### src/rtl/ntt_addr_gen.sv
// Address, twiddle-index and write-back sequencer for an in-place radix-2 NTT/INTT.
// Inverse schedule is compiled in only when NTT_ADDR_GEN_INTT_EN is defined.
module ntt_addr_gen #(
  parameter int DEPTH      = 256,
  parameter int ADDR_WIDTH = $clog2(DEPTH),
  parameter int BF_LAT     = 4
) (
  input  logic                  clk,
  input  logic                  rst_n,
  input  logic                  start,
  input  logic                  mode,
  output logic                  busy,
  output logic                  done,
  output logic                  en_a,
  output logic                  en_b,
  output logic                  we_a,
  output logic                  we_b,
  output logic [ADDR_WIDTH-1:0] raddr_a,
  output logic [ADDR_WIDTH-1:0] raddr_b,
  output logic [ADDR_WIDTH-1:0] waddr_a,
  output logic [ADDR_WIDTH-1:0] waddr_b,
  output logic                  bf_valid,
  output logic [6:0]            zeta_idx
);

  localparam int CW = ADDR_WIDTH - 1;
  localparam int SW = $clog2(ADDR_WIDTH);
  localparam int DW = $clog2(BF_LAT + 1);

  localparam logic [1:0] S_IDLE  = 2'd0;
  localparam logic [1:0] S_ISSUE = 2'd1;
  localparam logic [1:0] S_DRAIN = 2'd2;
  localparam logic [1:0] S_DONE  = 2'd3;

  localparam logic [CW-1:0] C_LAST = '1;
  localparam logic [SW-1:0] S_MIN  = SW'(1);
  localparam logic [SW-1:0] S_MAX  = SW'(CW);

  logic [1:0]            r_state;
  logic [CW-1:0]         r_c;
  logic [SW-1:0]         r_s;
  logic                  r_inv;
  logic [DW-1:0]         r_dcnt;
  logic [ADDR_WIDTH-1:0] r_ra_hold;
  logic [ADDR_WIDTH-1:0] r_rb_hold;
  logic [BF_LAT-1:0]     r_pv;
  logic [ADDR_WIDTH-1:0] r_pa [BF_LAT];
  logic [ADDR_WIDTH-1:0] r_pb [BF_LAT];
  logic                  r_we;
  logic [ADDR_WIDTH-1:0] r_wa;
  logic [ADDR_WIDTH-1:0] r_wb;
  logic [6:0]            r_zeta;

  logic                  w_issue;
  logic                  w_mode_inv;
  logic                  w_last_layer;
  logic [ADDR_WIDTH-1:0] w_len;
  logic [ADDR_WIDTH-1:0] w_mask;
  logic [ADDR_WIDTH-1:0] w_cext;
  logic [ADDR_WIDTH-1:0] w_grp;
  logic [ADDR_WIDTH-1:0] w_ra;
  logic [ADDR_WIDTH-1:0] w_rb;
  logic [ADDR_WIDTH-1:0] w_zfull;

`ifdef NTT_ADDR_GEN_INTT_EN
  assign w_mode_inv = mode;
`else
  logic w_unused_mode;
  assign w_unused_mode = mode;
  assign w_mode_inv    = 1'b0;
`endif

  // Butterfly pair: insert a zero at bit s of the counter; the partner sits len above.
  assign w_issue = (r_state == S_ISSUE);
  assign w_len   = ADDR_WIDTH'(1) << r_s;
  assign w_mask  = w_len - ADDR_WIDTH'(1);
  assign w_cext  = ADDR_WIDTH'(r_c);
  assign w_grp   = w_cext >> r_s;
  assign w_ra    = ((w_cext & ~w_mask) << 1) | (w_cext & w_mask);
  assign w_rb    = w_ra | w_len;
  assign w_zfull = r_inv ? ((ADDR_WIDTH'(1) << (ADDR_WIDTH - int'(r_s))) - ADDR_WIDTH'(1) - w_grp)
                         : ((ADDR_WIDTH'(1) << (CW - int'(r_s))) + w_grp);
  assign w_last_layer = r_inv ? (r_s == S_MAX) : (r_s == S_MIN);

  assign busy     = w_issue | (r_state == S_DRAIN);
  assign done     = (r_state == S_DONE);
  assign en_a     = w_issue | r_we;
  assign en_b     = w_issue | r_we;
  assign we_a     = r_we;
  assign we_b     = r_we;
  assign raddr_a  = w_issue ? w_ra : r_ra_hold;
  assign raddr_b  = w_issue ? w_rb : r_rb_hold;
  assign waddr_a  = r_wa;
  assign waddr_b  = r_wb;
  assign bf_valid = r_pv[0];
  assign zeta_idx = r_zeta;

  always_ff @(posedge clk or negedge rst_n) begin
    if (!rst_n) begin
      r_state <= S_IDLE;
      r_c     <= '0;
      r_s     <= '0;
      r_inv   <= 1'b0;
      r_dcnt  <= '0;
    end else begin
      case (r_state)
        S_IDLE: begin
          if (start) begin
            r_state <= S_ISSUE;
            r_c     <= '0;
            r_inv   <= w_mode_inv;
            r_s     <= w_mode_inv ? S_MIN : S_MAX;
          end
        end
        S_ISSUE: begin
          r_c <= r_c + 1'b1;
          if (r_c == C_LAST) begin
            r_state <= S_DRAIN;
            r_dcnt  <= '0;
          end
        end
        S_DRAIN: begin
          // Hold off the next layer until the last write-back of this one has landed.
          if (r_dcnt == DW'(BF_LAT)) begin
            if (w_last_layer) begin
              r_state <= S_DONE;
            end else begin
              r_state <= S_ISSUE;
              r_s     <= r_inv ? r_s + 1'b1 : r_s - 1'b1;
            end
          end else begin
            r_dcnt <= r_dcnt + 1'b1;
          end
        end
        S_DONE:  r_state <= S_IDLE;
        default: r_state <= S_IDLE;
      endcase
    end
  end

  // Write-back delay line: valid bits reset, addresses ride along unreset.
  always_ff @(posedge clk or negedge rst_n) begin
    if (!rst_n) begin
      r_pv      <= '0;
      r_we      <= 1'b0;
      r_wa      <= '0;
      r_wb      <= '0;
      r_ra_hold <= '0;
      r_rb_hold <= '0;
      r_zeta    <= '0;
    end else begin
      r_pv[0] <= w_issue;
      for (int k = 1; k < BF_LAT; k++) r_pv[k] <= r_pv[k-1];
      r_we <= r_pv[BF_LAT-1];
      if (r_pv[BF_LAT-1]) begin
        r_wa <= r_pa[BF_LAT-1];
        r_wb <= r_pb[BF_LAT-1];
      end
      if (w_issue) begin
        r_ra_hold <= w_ra;
        r_rb_hold <= w_rb;
        r_zeta    <= w_zfull[6:0];
      end
    end
  end

  always_ff @(posedge clk) begin
    r_pa[0] <= w_ra;
    r_pb[0] <= w_rb;
    for (int k = 1; k < BF_LAT; k++) begin
      r_pa[k] <= r_pa[k-1];
      r_pb[k] <= r_pb[k-1];
    end
  end

endmodule

### config.mk
export PLATFORM = sky130hd
export DESIGN_NAME = ntt_addr_gen
export DESIGN_NICKNAME = d
export VERILOG_FILES = /design/src/rtl/ntt_addr_gen.sv
export SDC_FILE = /design/constraint.sdc
export NUM_CORES = 1
export LEC_CHECK = 0
export CAP_MARGIN = 20
export CORE_UTILIZATION = 60
export CTS_BUF_LIST = sky130_fd_sc_hd__clkbuf_4
export DETAILED_ROUTE_END_ITERATION = 10
export GPL_TIMING_DRIVEN = 0
export PLACE_DENSITY = 0.95
export SLEW_MARGIN = 40
export SYNTH_ARGS = -nofsm -noshare
export SYNTH_HDL_FRONTEND = slang
export SYNTH_SLANG_ARGS = --single-unit
### constraint.sdc
create_clock -name clk -period 9.08 [get_ports clk]
set_input_delay 1.816 -clock clk [delete_from_list [all_inputs] [get_ports clk]]
set_output_delay 1.816 -clock clk [all_outputs]
set_load 0.05 [all_outputs]
==> results.py <==
metrics = {
    "logic_synthesis": {
        "synthCells": 404,
        "syn_nets": 428,
        "synthDistinctLibCells": 59,
        "synth_ff_type": "dfxtp_1",
        "yosysSeqAreaShare_pct": 58.7,
        "avgSynthCellArea_um2": 11.6,
        "syn-cell-area_mm2": 0.00470,
        "synthTopCellsByArea": "dfrtp_1, dfxtp_1, mux2_2",
        "synth-seq-cells": 123,
        "synthArstFlopShare_pct": 48.0,
        "synth_top_cell_area_share_pct": 31.4,
        "yosys.area.top_type": "dfrtp_1",
        "synth_edf_count": 0,
        "yosys_warnings": 0,
    },
    "route": {
        "num_vias": 3305,
        "wl_per_cell_um": 17.5,
        "wl_um": 10200,
        "routed_via_density": 5.65,
        "dr.pass1.iters": 4,
        "drt-initial-drc-count": 214,
        "ant_nets": 0,
        "drc": 0,
    },
    "clocking": {
        "cts_buffer_depth": 2,
        "cts_tree": "done",
        "cts.repair.resized": 0,
        "cts.sink_count": 123,
        "clk_pin_slew_ns": 0.12,
        "h-tree-depth": 4,
        "cts_setup_buffers": 0,
        "ctsRootBufferMaster": "clkbuf_4",
        "postCtsHoldBufs": 0,
        "clock_latency_ns": 0.52,
        "cts_made_buffers": 17,
    },
    "pwr": {
        "vdd_ir_drop_max_v": 0.000284,
        "leakage_nw": 2.55,
        "pwr-share-comb_pct": 43.8,
        "power.density_mw_per_mm2": 360,
        "swShare_pct": 43.4,
        "switchingPower_mw": 0.878,
        "p_seq_share_pct": 36.0,
        "internal_power_mw": 1.15,
        "clkPwrFrac_pct": 20.2,
    },
    "grt": {
        "use_met1_pct": 30.5,
        "overflow": 0,
        "grt.busiest_layer": "met2",
        "antenna_found_initial": 0,
        "grt_pass1_wl_um": 16900,
        "first_global_vias": 3458,
        "grt_max_degree": 31,
        "grt_use_met2_pct": 47.2,
        "grt_use_total_pct": 26.9,
        "met3_usage_pct": 6.14,
    },
    "sta": {
        "timing.final.setup_violations": 0,
        "slew_viol_final": 0,
        "skew_ns": 0.0140,
        "tns_ns": 0,
        "max_freq_ghz": 0.158,
        "layout_min_cycle_time_ns": 6.34,
        "hold_viol_final": 0,
        "fin_crit_sh_pct": 69.9,
        "rsz0062_at_grt": "false",
        "fin_ws_ns": 2.74,
        "slew_headroom_pct": 54.2,
        "tightest_slew_ns": 0.687,
    },
    "min_path": {
        "hold_class": "flop to flop",
    },
    "layout": {
        "fin_nets": 497,
        "layout-drive-gt1-share_pct": 16.5,
        "antenna_cells": 0,
        "syn_to_final_growth_pct": 19.8,
    },
    "die": {
        "dieArea_mm2": 0.00819,
        "die_h_um": 90.5,
        "start_util_pct": 63.4,
        "chipWidth_um": 90.5,
        "core_area_mm2": 0.00741,
        "rows": 31,
        "boundaryPins": 50,
    },
    "place": {
        "portBuffers": 48,
        "dp_slack_ns": 3.34,
        "dpl.hpwl_um": 7070,
        "gp_congestion": 0.848,
    },
    "critical_path": {
        "cp-end-kind": "output port",
        "worstPathMaxFanout": 10,
        "worstPathArrival_ns": 4.53,
        "start_kind": "flop",
        "crit_type": "flop to output port",
        "crit_required_ns": 7.26,
    },
    "run": {
        "cap_violations": 0,
    },
    "run_status": {
        "status": "complete, no violations",
    },
}
-- placed cells by master, fill, tap and decap left out, types with 3 or more instances in the layout --
master	instances
ha_1	19
a21oi_1	17
nor2_1	17
nand2b_1	8
inv_6	6
nor3_1	4
clkdlybuf4s50_1	47
o31ai_1	6
o21a_1	4
nand3_1	9
a211oi_1	4
or2_2	3
dfxtp_1	64
mux2i_1	4
inv_8	3
dfrtp_1	59
clkbuf_1	13
nor3b_1	3
a21o_1	5
clkinv_4	3
clkbuf_4	17
xnor2_1	6
a221o_1	3
mux2_2	25
buf_2	5
nor2b_1	5
inv_1	22
buf_4	4
nand3b_1	3
buf_1	3
nand2_1	30
o21ai_0	12
a31oi_1	7
-- critical path: stages, from the launching register on --
cell and delay (ns):
dfrtp_1 0.42, clkbuf_1 0.39, inv_1 0.20, ha_1 0.25, clkbuf_1 0.27, nand2_1 0.20, ha_1 0.16, buf_4 0.17
or3b_1 0.35, a221o_1 0.31, o22ai_2 0.25, mux2_1 0.22, clkdlybuf4s50_1 0.81
-- power groups by stage --
stage	clock network, mW	logic [mW]	registers (mW)
final	0.408	0.887	0.729
after detailed placement	0	0.880	0.740
after CTS	0.411	0.887	0.730
after global placement	0	0.847	0.730
after floorplan	0	0.535	0.807
after global routing	0.436	0.939	0.744
-- metal layers --
| layer | up-vias | wire length (um) |
|---|---|---|
| met5 | - | 0 |
| met4 | 0 | 331 |
| met3 | 31 | 624 |
| met2 | 141 | 5320 |
| met1 | 1588 | 3940 |
| li1 | 1545 | - |
-- worst paths after layout --
kind	start	end	slack, ns	cells past startpoint
min	r_pa[0][5]$_DFF_P_	r_pa[1][5]$_DFF_P_	0.33	0
min in group asynchronous	rst_n	waddr_a[4]$_DFFE_PN0P_	1.22	1
max in group asynchronous	rst_n	r_state[0]$_DFFE_PN0P_	7.37	2
min reg2reg	r_pa[0][5]$_DFF_P_	r_pa[1][5]$_DFF_P_	0.33	0
max	r_s[1]$_DFFE_PN0P_	raddr_a[6]	2.74	12
max reg2reg	r_s[1]$_DFFE_PN0P_	r_rb_hold[5]$_DFF_PN0_	5.72	11
-- area by class of cell --
type                            instances  area, um^2
Sequential cell                       123        2760
Fill cell                             456        1780
Multi-Input combinational cell        234        1740
Timing Repair Buffer                   50         503
Clock inverter                         15         178
Clock buffer                           17         128
Tap cell                               99         124
Buffer                                 25         119
Inverter                               22        82.6
-- state kept, by name, indices dropped and copies added, names as in the netlist --
| name | count |
|---|---|
| we_a | 1 |
| r_c | 7 |
| r_s | 3 |
| zeta_idx | 7 |
| r_dcnt | 3 |
| r_pa | 32 |
| r_ra_hold | 8 |
| r_pb | 32 |
| waddr_b | 8 |
| r_rb_hold | 8 |
| r_pv | 4 |
| r_state | 2 |
| waddr_a | 8 |
-- synthesized netlist by cell type, types with 2 or more instances --
| library cell | number |
|---|---|
| dfxtp_1 | 64 |
| dfrtp_1 | 59 |
| nand2_1 | 30 |
| mux2_2 | 25 |
| inv_1 | 22 |
| ha_1 | 19 |
| a21oi_1 | 17 |
| nor2_1 | 17 |
| clkbuf_1 | 13 |
| o21ai_0 | 12 |
| nand3_1 | 9 |
| nand2b_1 | 8 |
| a31oi_1 | 7 |
| o31ai_1 | 6 |
| xnor2_1 | 6 |
| a21o_1 | 5 |
| buf_2 | 5 |
| nor2b_1 | 5 |
| a211oi_1 | 4 |
| mux2i_1 | 4 |
| nor3_1 | 4 |
| o21a_1 | 4 |
| a221o_1 | 3 |
| buf_1 | 3 |
| buf_4 | 3 |
| nand3b_1 | 3 |
| nor3b_1 | 3 |
| or2_2 | 3 |
| a21boi_0 | 2 |
| a22o_1 | 2 |
| a2bb2oi_1 | 2 |
| a311oi_1 | 2 |
| a31o_2 | 2 |
| and2_1 | 2 |
| mux4_2 | 2 |
| o22ai_1 | 2 |
| o41ai_1 | 2 |
| xor2_1 | 2 |
-- through the flow --
| step | util [%] | area, um^2 | std cells | total power [mW] | hold slack [ns] |
|---|---|---|---|---|---|
| after CTS | 75.9 | 5620 | 584 | 2.03 | 0.331 |
| final | 76.0 | 5630 | 585 | 2.02 | 0.334 |
| after global routing | 76.0 | 5630 | 585 | 2.12 | 0.321 |
| after floorplan | - | 4700 | 404 | 1.34 | 0.310 |
| after detailed placement | 71.8 | 5320 | 552 | 1.62 | 0.312 |
| after global placement | 71.6 | 5300 | 551 | 1.58 | 0.310 |
-- kinds of logic (layout without fill, tap and decap cells) --
logic type / after synthesis / in the layout / share of synthesized area [%]
adder cells (fa/ha/maj): 20 / 20 / 5.49
AND/OR/NAND/NOR: 90 / 90 / 9.54
XOR/XNOR: 8 / 8 / 1.49
flip-flops: 123 / 123 / 58.7
buffers and inverters: 47 / 129 / 4.29
AO/OA/AOI/OAI: 84 / 84 / 12.4
multiplexers: 32 / 32 / 8.04
Note: power is estimated with default switching activity, not from simulation.
